--- src/rtl/pc_unit_pkg.sv ---
// pc_unit_pkg: shared constants and state encoding
// for the fetch-stage program-counter unit.
package pc_unit_pkg;

    localparam logic RstEnable   = 1'b0;
    localparam logic ChipEnable  = 1'b1;
    localparam logic ChipDisable = 1'b0;

    localparam int PcAddrW     = 32;
    localparam int InstAddrBus = PcAddrW - 1;

    typedef enum logic [1:0] {
        PC_IDLE  = 2'd0,
        PC_RUN   = 2'd1,
        PC_DSLOT = 2'd2,
        PC_HALT  = 2'd3
    } pc_state_e;

endpackage

--- src/rtl/pc_unit_next_sel.sv ---
// pc_next_sel: combinational priority mux that computes the
// next PC, state, target and EPC-load controls.
module pc_next_sel
    import pc_unit_pkg::*;
#(
    parameter int ADDR_W     = 32,
    parameter int INST_BYTES = 4,
    parameter logic [ADDR_W-1:0] EXC_VEC = ADDR_W'(32'h0000_0180),
    parameter int DELAY_SLOT = 1
) (
    input  pc_state_e          state_q,
    input  logic [ADDR_W-1:0]  pc_q,
    input  logic [ADDR_W-1:0]  epc_q,
    input  logic [ADDR_W-1:0]  tgt_q,
    input  logic               ce_q,
    input  logic               halted_q,
    input  logic               in_dslot_q,
    input  logic               stall,
    input  logic               halt,
    input  logic               resume,
    input  logic               branch_taken,
    input  logic [ADDR_W-1:0]  branch_addr,
    input  logic               exc_req,
    input  logic               eret,
    output pc_state_e          state_d,
    output logic [ADDR_W-1:0]  pc_d,
    output logic [ADDR_W-1:0]  tgt_d,
    output logic               ce_d,
    output logic               halted_d,
    output logic               in_dslot_d,
    output logic               epc_load,
    output logic [ADDR_W-1:0]  epc_val,
    output logic               exc_bd_val
);

    localparam logic [ADDR_W-1:0] Inc  = ADDR_W'(INST_BYTES);
    localparam logic [ADDR_W-1:0] Mask = ~ADDR_W'(INST_BYTES - 1);

    logic [ADDR_W-1:0] br_al;
    logic [ADDR_W-1:0] epc_al;
    logic [ADDR_W-1:0] pc_inc;
    logic [ADDR_W-1:0] pc_dec;

    assign br_al  = branch_addr & Mask;
    assign epc_al = epc_q & Mask;
    assign pc_inc = pc_q + Inc;
    assign pc_dec = pc_q - Inc;

    always_comb begin
        state_d    = state_q;
        pc_d       = pc_q;
        tgt_d      = tgt_q;
        ce_d       = ce_q;
        halted_d   = halted_q;
        in_dslot_d = in_dslot_q;
        epc_load   = 1'b0;
        epc_val    = pc_q;
        exc_bd_val = 1'b0;

        unique case (state_q)
            PC_IDLE: begin
                state_d = PC_RUN;
                ce_d    = ChipEnable;
            end

            PC_RUN: begin
                if (exc_req) begin
                    epc_load = 1'b1;
                    pc_d     = EXC_VEC;
                end else if (eret) begin
                    pc_d = epc_al;
                end else if (halt) begin
                    ce_d     = ChipDisable;
                    halted_d = 1'b1;
                    state_d  = PC_HALT;
                end else if (!stall) begin
                    if (branch_taken && DELAY_SLOT != 0) begin
                        tgt_d      = br_al;
                        pc_d       = pc_inc;
                        in_dslot_d = 1'b1;
                        state_d    = PC_DSLOT;
                    end else if (branch_taken) begin
                        pc_d = br_al;
                    end else begin
                        pc_d = pc_inc;
                    end
                end
            end

            PC_DSLOT: begin
                // EPC points back at the branch owning this slot
                if (exc_req) begin
                    epc_load   = 1'b1;
                    epc_val    = pc_dec;
                    exc_bd_val = 1'b1;
                    pc_d       = EXC_VEC;
                    tgt_d      = '0;
                    in_dslot_d = 1'b0;
                    state_d    = PC_RUN;
                end else if (!stall) begin
                    pc_d       = tgt_q;
                    in_dslot_d = 1'b0;
                    state_d    = PC_RUN;
                end
            end

            PC_HALT: begin
                if (exc_req) begin
                    epc_load = 1'b1;
                    pc_d     = EXC_VEC;
                    ce_d     = ChipEnable;
                    halted_d = 1'b0;
                    state_d  = PC_RUN;
                end else if (resume) begin
                    ce_d     = ChipEnable;
                    halted_d = 1'b0;
                    state_d  = PC_RUN;
                end
            end

            default: begin
                state_d = PC_IDLE;
            end
        endcase
    end

endmodule

--- src/rtl/pc_unit.sv ---
// pc_unit: fetch-stage program counter with delay slot,
// exception entry/ERET and HALT handling; registers only.
module pc_unit
    import pc_unit_pkg::*;
#(
    parameter int ADDR_W     = InstAddrBus + 1,
    parameter int INST_BYTES = 4,
    parameter logic [ADDR_W-1:0] RESET_VEC = ADDR_W'(32'h0000_0000),
    parameter logic [ADDR_W-1:0] EXC_VEC   = ADDR_W'(32'h0000_0180),
    parameter int DELAY_SLOT = 1
) (
    input  logic              clk,
    input  logic              rst,
    input  logic              stall,
    input  logic              halt,
    input  logic              resume,
    input  logic              branch_taken,
    input  logic [ADDR_W-1:0] branch_addr,
    input  logic              exc_req,
    input  logic              eret,
    output logic [ADDR_W-1:0] pc,
    output logic              ce,
    output logic [ADDR_W-1:0] epc,
    output logic              exc_bd,
    output logic              in_dslot,
    output logic              halted
);

    pc_state_e         state_q, state_d;
    logic [ADDR_W-1:0] pc_q, pc_d;
    logic [ADDR_W-1:0] tgt_q, tgt_d;
    logic [ADDR_W-1:0] epc_q, epc_d;
    logic              exc_bd_q, exc_bd_d;
    logic              ce_q, ce_d;
    logic              halted_q, halted_d;
    logic              in_dslot_q, in_dslot_d;

    logic              epc_load;
    logic [ADDR_W-1:0] epc_val;
    logic              exc_bd_val;

    pc_next_sel #(
        .ADDR_W     (ADDR_W),
        .INST_BYTES (INST_BYTES),
        .EXC_VEC    (EXC_VEC),
        .DELAY_SLOT (DELAY_SLOT)
    ) u_next_sel (
        .state_q      (state_q),
        .pc_q         (pc_q),
        .epc_q        (epc_q),
        .tgt_q        (tgt_q),
        .ce_q         (ce_q),
        .halted_q     (halted_q),
        .in_dslot_q   (in_dslot_q),
        .stall        (stall),
        .halt         (halt),
        .resume       (resume),
        .branch_taken (branch_taken),
        .branch_addr  (branch_addr),
        .exc_req      (exc_req),
        .eret         (eret),
        .state_d      (state_d),
        .pc_d         (pc_d),
        .tgt_d        (tgt_d),
        .ce_d         (ce_d),
        .halted_d     (halted_d),
        .in_dslot_d   (in_dslot_d),
        .epc_load     (epc_load),
        .epc_val      (epc_val),
        .exc_bd_val   (exc_bd_val)
    );

    always_comb begin
        epc_d    = epc_q;
        exc_bd_d = exc_bd_q;
        if (epc_load) begin
            epc_d    = epc_val;
            exc_bd_d = exc_bd_val;
        end
    end

    always_ff @(posedge clk) begin
        if (rst == RstEnable) begin
            state_q    <= PC_IDLE;
            pc_q       <= RESET_VEC;
            tgt_q      <= '0;
            epc_q      <= '0;
            exc_bd_q   <= 1'b0;
            ce_q       <= ChipDisable;
            halted_q   <= 1'b0;
            in_dslot_q <= 1'b0;
        end else begin
            state_q    <= state_d;
            pc_q       <= pc_d;
            tgt_q      <= tgt_d;
            epc_q      <= epc_d;
            exc_bd_q   <= exc_bd_d;
            ce_q       <= ce_d;
            halted_q   <= halted_d;
            in_dslot_q <= in_dslot_d;
        end
    end

    assign pc       = pc_q;
    assign ce       = ce_q;
    assign epc      = epc_q;
    assign exc_bd   = exc_bd_q;
    assign in_dslot = in_dslot_q;
    assign halted   = halted_q;

endmodule

--- config.mk ---
export PLATFORM = sky130hd
export DESIGN_NAME = pc_unit
export DESIGN_NICKNAME = d
export VERILOG_FILES = /design/src/rtl/pc_unit_pkg.sv /design/src/rtl/pc_unit_next_sel.sv /design/src/rtl/pc_unit.sv
export SDC_FILE = /design/constraint.sdc
export NUM_CORES = 1
export LEC_CHECK = 0
export ABC_AREA = 1
export ABC_CLOCK_PERIOD_IN_PS = 1840
export BUFFER_PORTS_ARGS = -buffer_cell sky130_fd_sc_hd__buf_2
export CAP_MARGIN = 10
export CELL_PAD_IN_SITES_DETAIL_PLACEMENT = 0
export CELL_PAD_IN_SITES_GLOBAL_PLACEMENT = 2
export CORE_UTILIZATION = 29
export CTS_BUF_LIST = sky130_fd_sc_hd__clkbuf_16
export DETAILED_ROUTE_END_ITERATION = 8
export MAX_ROUTING_LAYER = met4
export PLACE_DENSITY_LB_ADDON = 0.1
export SYNTH_ARGS = -nofsm -noshare
export SYNTH_HDL_FRONTEND = slang
export SYNTH_SLANG_ARGS = --single-unit
--- constraint.sdc ---
create_clock -name clk -period 1.84 [get_ports clk]
set_input_delay 0.184 -clock clk [delete_from_list [all_inputs] [get_ports clk]]
set_output_delay 0.184 -clock clk [all_outputs]
set_load 0.01 [all_outputs]
After elaboration in Yosys (flattened, before gate mapping)

Index checks and enable logic that the tools add are counted.

Add/sub/neg operators: 2
Eq/ne operators: 17
Muxes and demuxes: 50
Reduce and logical (&&, ||, !) cells: 12

Operators by type and width:

| kind                                                                 | count |
|---|---|
| 32-bit two-way mux                                                   | 15 |
| 32-bit one-hot mux with 3 select lines                               | 1 |
| 32-bit one-hot mux with 2 select lines                               | 1 |
| 32-bit by 3-bit adder with 32-bit output, second input constant      | 1 |
| 32-bit by 3-bit subtractor with 32-bit output, second input constant | 1 |
| 1-bit two-way mux                                                    | 20 |
| 2-bit two-way mux                                                    | 9 |
| 2-bit != test, second input constant                                 | 8 |
| 5-bit AND reduction                                                  | 3 |
| 7-bit AND reduction                                                  | 2 |
| 3-bit != test, second input constant                                 | 4 |
| 4-bit != test, second input constant                                 | 2 |
| 2-bit one-hot mux with 4 select lines                                | 1 |
| 6-bit AND reduction                                                  | 1 |
| 3-bit nonzero test                                                   | 2 |
| 2-bit == test, second input constant                                 | 2 |
| 1-bit one-hot mux with 2 select lines                                | 2 |
| 2-bit nonzero test                                                   | 2 |
| 1-bit one-hot mux with 3 select lines                                | 1 |
| 3-bit OR reduction                                                   | 1 |
| 2-bit by 1-bit == test with 1-bit output, second input constant      | 1 |
| 2-bit logical NOT                                                    | 1 |

Register bits: 102
Input bits: 40
Output and inout port bits: 68
Word-level logic and storage cells: 89

Logic depth before layout (Yosys ltp)

Depth after elaboration: 6
Depth in mapped cells: 11
Mapped depth without buffers: 11

Hierarchy

From an unflattened synthesis, not the netlist that was laid out.

Cell total of the unflattened synthesis: 1141
Area, all modules: 7009.2 um2

By module, submodules not included:

| module      | instances | cells each | area each (um2) | seq. area each (um2) |
|---|---|---|---|---|
| pc_next_sel | 1         | 718        | 3722.3          | 0.0 |
| pc_unit     | 1         | 423        | 3286.9          | 2042.0 |

Worst setup path after synthesis

OpenSTA, ideal clock, no wires.

Path type: register -> register
Start: register pc_q[2], in the netlist pc[2]
End: register epc_q[26], in the netlist epc[26]
Setup time: 0.109 ns
Arrival: 1.500 ns
Required time: 1.731 ns
Slack: 0.231 ns
Cell stages (with the launch flop): 12
Path buffers: 0
Period minus slack after synthesis: 1.609 ns
Cells stage by stage: dfxtp_1 -> inv_1 -> ha_1 -> nand2_1 -> nor2_4 -> nand3_2 -> nor2_2 -> nand2_1 -> nand2_1 -> nand3_1 -> nand2_1 -> inv_1

Word-level cells in the longest chain between the ends: 3

RTL lines:

| item                                          | RTL line               | source |
|---|---|---|
| start, declared                               | pc_unit.sv:30          | `logic [ADDR_W-1:0] pc_q, pc_d;` |
| start signal, assigned                        | pc_unit.sv:94          | `pc_q <= pc_d;` |
| 32-bit by 3-bit subtractor with 32-bit output | pc_unit_next_sel.sv:47 | `assign pc_dec = pc_q - Inc;` |
| 32-bit two-way mux                            | pc_unit_next_sel.sv:92 | `if (exc_req) begin` |
| 32-bit two-way mux                            | pc_unit_next_sel.sv:60 | `unique case (state_q)` |
| end signal, assigned                          | pc_unit.sv:96          | `epc_q <= epc_d;` |
| end, declared                                 | pc_unit.sv:32          | `logic [ADDR_W-1:0] epc_q, epc_d;` |

Every way passes these cells.
A chain may end at the register's enable or synchronous reset.

Worst setup path in the final report

Start: register pc_q[3], in the netlist pc[3]
End: register epc_q[18], in the netlist epc[18]

The elaborated chain is that of the path after synthesis.

==> results.toml <==
[setup_path]
crit_start = "pc[3]"
start_kind = "flop"
r2r_setup_slack_ns = 0.14
path_max_fanout = 6
critPathMaxStageDelay_ns = 0.35
crit_end = "epc[18]"
path_cells = "inv_1, ha_2, nand2_1, nor2_4, nand3_2, buf_4, o21ai_0, nand2_1, o21ai_1, inv_1"
r2r_start = "pc[3]"
cp.required_ns = 2.08
worst-setup-path-type = "flop to flop"
endpoint_kind = "flop"
slowest_stage = "dfxtp_2"
cp.arrival_ns = 1.94
reg2regPathDepth = 10
rr_endpoint = "epc[18]"

[die]
core_mm2 = 0.0196
die-area_mm2 = 0.0207
die_h_um = 144
initial_core_util = 0.299
num_rows = 51
die_x_um = 144
io_pins = 108

[logic_synthesis]
synth-seq-cells = 96
synth_flop_cell = "dfxtp_1"
yosys_warnings = 0
netlist_area_mm2 = 0.00585
synth_cell_type_count = 33
synth_edf_count = 0
async_reset_ff_frac = 0
synth_seq_area_share = 0.329
postSynthCellCount = 953
syn_avg_cell_area_um2 = 6.14

[drt]
vias = 6429
drt_iter0_drc = 467
drc = 0
drtAntennaViolNets = 0
drt_pass1_iterations = 5
drt_wl_total_um = 22700
wl_per_cell_um = 16.9
vias_per_cell = 4.78

[sta]
tns_ns = 0
worst_slew_pin_slew_ns = 0.503
final-hold-violation-count = 0
skew_ns = 0.0101
period_minus_slack_ns = 1.70
relSlewSlack = 0.665
timing.final.crit_share = 0.921
worst_slack_ns = 0.145
max_clock_freq_ghz = 0.590
finalMaxSlewViolations = 0
finalSetupViolations = 0
rsz0062_at_grt = "no"

[grt]
grt_antenna_before_repair = 0
gr-total-overflow = 0
grt_max_degree = 51
grtUsageTotal = 0.235
grt_pass1_vias = 6093
grt_pass1_wl_um = 35200

[place]
routabilityCongestion = 0.886
numPlacedInstances = 1326
dp_hpwl_um = 17400
port_buffers = 101
post-place-ws_ns = 0.0828

[clock_network]
tritoncts = "done"
clk_pin_slew_worst_paths_ns = 0.07
numCtsBuffers = 9
clock-sinks = 96
cts_root_buf = "clkbuf_16"
clock_latency_ns = 0.35
cts_max_level = 3
hold_buffers = 0
ctsLongestPathBuffers = 2

[pwr]
seq_power_share = 0.372
internal_power_mw = 4.56
combPwrFrac = 0.321
p_sw_frac = 0.376
leakagePower_nw = 3.20
pwr-share-clk = 0.307
power.total_mw = 7.31
p_sw_mw = 2.75
vdd_ir_drop_max_uv = 485
power.density_cell_area_mw_per_mm2 = 993

[flow_run]
maxCapViolations = 0

[layout]
area_delta_synth_final_pct = 25.9
mostFrequentLayoutCells = "nand2_1, a21oi_1, nor2_1, buf_2, dfxtp_1"
nets = 1116
stdcell_count = 1344
antennaDiodeCount = 0
drive_above_1_share = 0.193
layout_commonest_cell = "nand2_1"

[status]
outcome = "finished clean"

[min_path]
hp-class = "input pin to flop"
min_from = "branch_addr[30]"
[metrics by stage]
stage / instance area (um2) / util / hold WS, ns
finish: 7360 / 0.376 / 0.0889
global route: 7360 / 0.376 / 0.0806
CTS: 7300 / 0.372 / 0.0772
detailed placement: 6950 / 0.355 / 0.453
global placement: 6950 / 0.355 / 0.450
floorplan: 5860 / - / 0.344
[registers in the layout, indices dropped and copies added, names as in the netlist]
register and cells:
ce 1, epc 30, exc_bd 1, halted 1, in_dslot 1, pc 30, state_q 2, tgt_q 30
[logic make-up (layout without fill, tap and decap cells)]
group                    Yosys count  after routing  synth area share
buffers and inverters            140            263            0.0992
other                              1              4          0.000641
AND/OR/NAND/NOR                  485            485             0.360
flip-flops                        96             96             0.329
adder cells (fa/ha/maj)            2              2           0.00428
AO/OA/AOI/OAI                    216            216             0.187
XOR/XNOR                          13             13            0.0195
[Yosys cell counts, types with 2 or more instances]
cell type / count / area share
o22ai_1: 2 / 0.0021
buf_4: 10 / 0.013
inv_1: 84 / 0.054
clkbuf_1: 24 / 0.015
nand3_2: 2 / 0.0034
buf_2: 13 / 0.011
nor3b_1: 4 / 0.0051
o21ai_1: 13 / 0.011
nor2_4: 2 / 0.0038
buf_1: 4 / 0.0026
nor2_1: 126 / 0.081
dfxtp_1: 96 / 0.33
nand3_1: 66 / 0.056
a21oi_1: 131 / 0.11
nand2_1: 237 / 0.15
nor3_1: 3 / 0.0026
ha_1: 2 / 0.0043
o21ai_0: 67 / 0.057
nand3b_1: 28 / 0.036
nand4_1: 7 / 0.0075
xor2_1: 13 / 0.019
nor2_2: 6 / 0.0064
inv_2: 3 / 0.0019
[final cells by class]
class | instances | area, um2
flip-flops and latches | 96 | 1930
multi-input cells | 720 | 3410
fillers | 2228 | 12200
inverters | 88 | 333
clock inverters | 7 | 116
repair buffers | 159 | 1020
clock buffers | 9 | 225
well taps | 265 | 332
[how the worst min path moves through the flow]
stage / to / slack, ns / cells past startpoint
after floorplan: tgt_q[31] / 0.34 / 2
after global placement: exc_bd / 0.45 / 2
after detailed placement: ce / 0.45 / 2
after CTS: tgt_q[30] / 0.08 / 3
after global routing: tgt_q[16] / 0.08 / 3
final: tgt_q[30] / 0.09 / 3
[power by group through the flow]
stage	Combinational (mW)	Sequential (mW)	Clock (mW)
6_report	2.35	2.72	2.24
5_1_grt	2.65	2.76	2.38
3_5_place_dp	2.32	2.75	0
4_1_cts	2.33	2.70	2.31
2_1_floorplan	1.40	2.69	0
3_3_place_gp	2.33	2.75	0
[worst max-delay path, delay by kind of cell (launching register included)]
family,cells,cell delay [ns]
AO/OA/AOI/OAI,2,0.27
flip-flops,1,0.35
buffers and inverters,3,0.33
adder cells (fa/ha/maj),1,0.21
AND/OR/NAND/NOR,4,0.43
[metal layers]
metal / vias up / track usage / part of all wire
li1: 3347 / - / -
met5: - / - / 0
met4: 0 / 0.0666 / 0.017
met3: 21 / 0.0205 / 0.036
met2: 161 / 0.327 / 0.40
met1: 2900 / 0.353 / 0.55
[timing repair]
| item | in CTS | in global routing |
|---|---|---|
| gates resized for setup | 0 | 22 |
| endpoints found under the setup margin | 0 | 34 |
| setup buffers | 0 | 2 |
(Power assumes the default switching activity.)
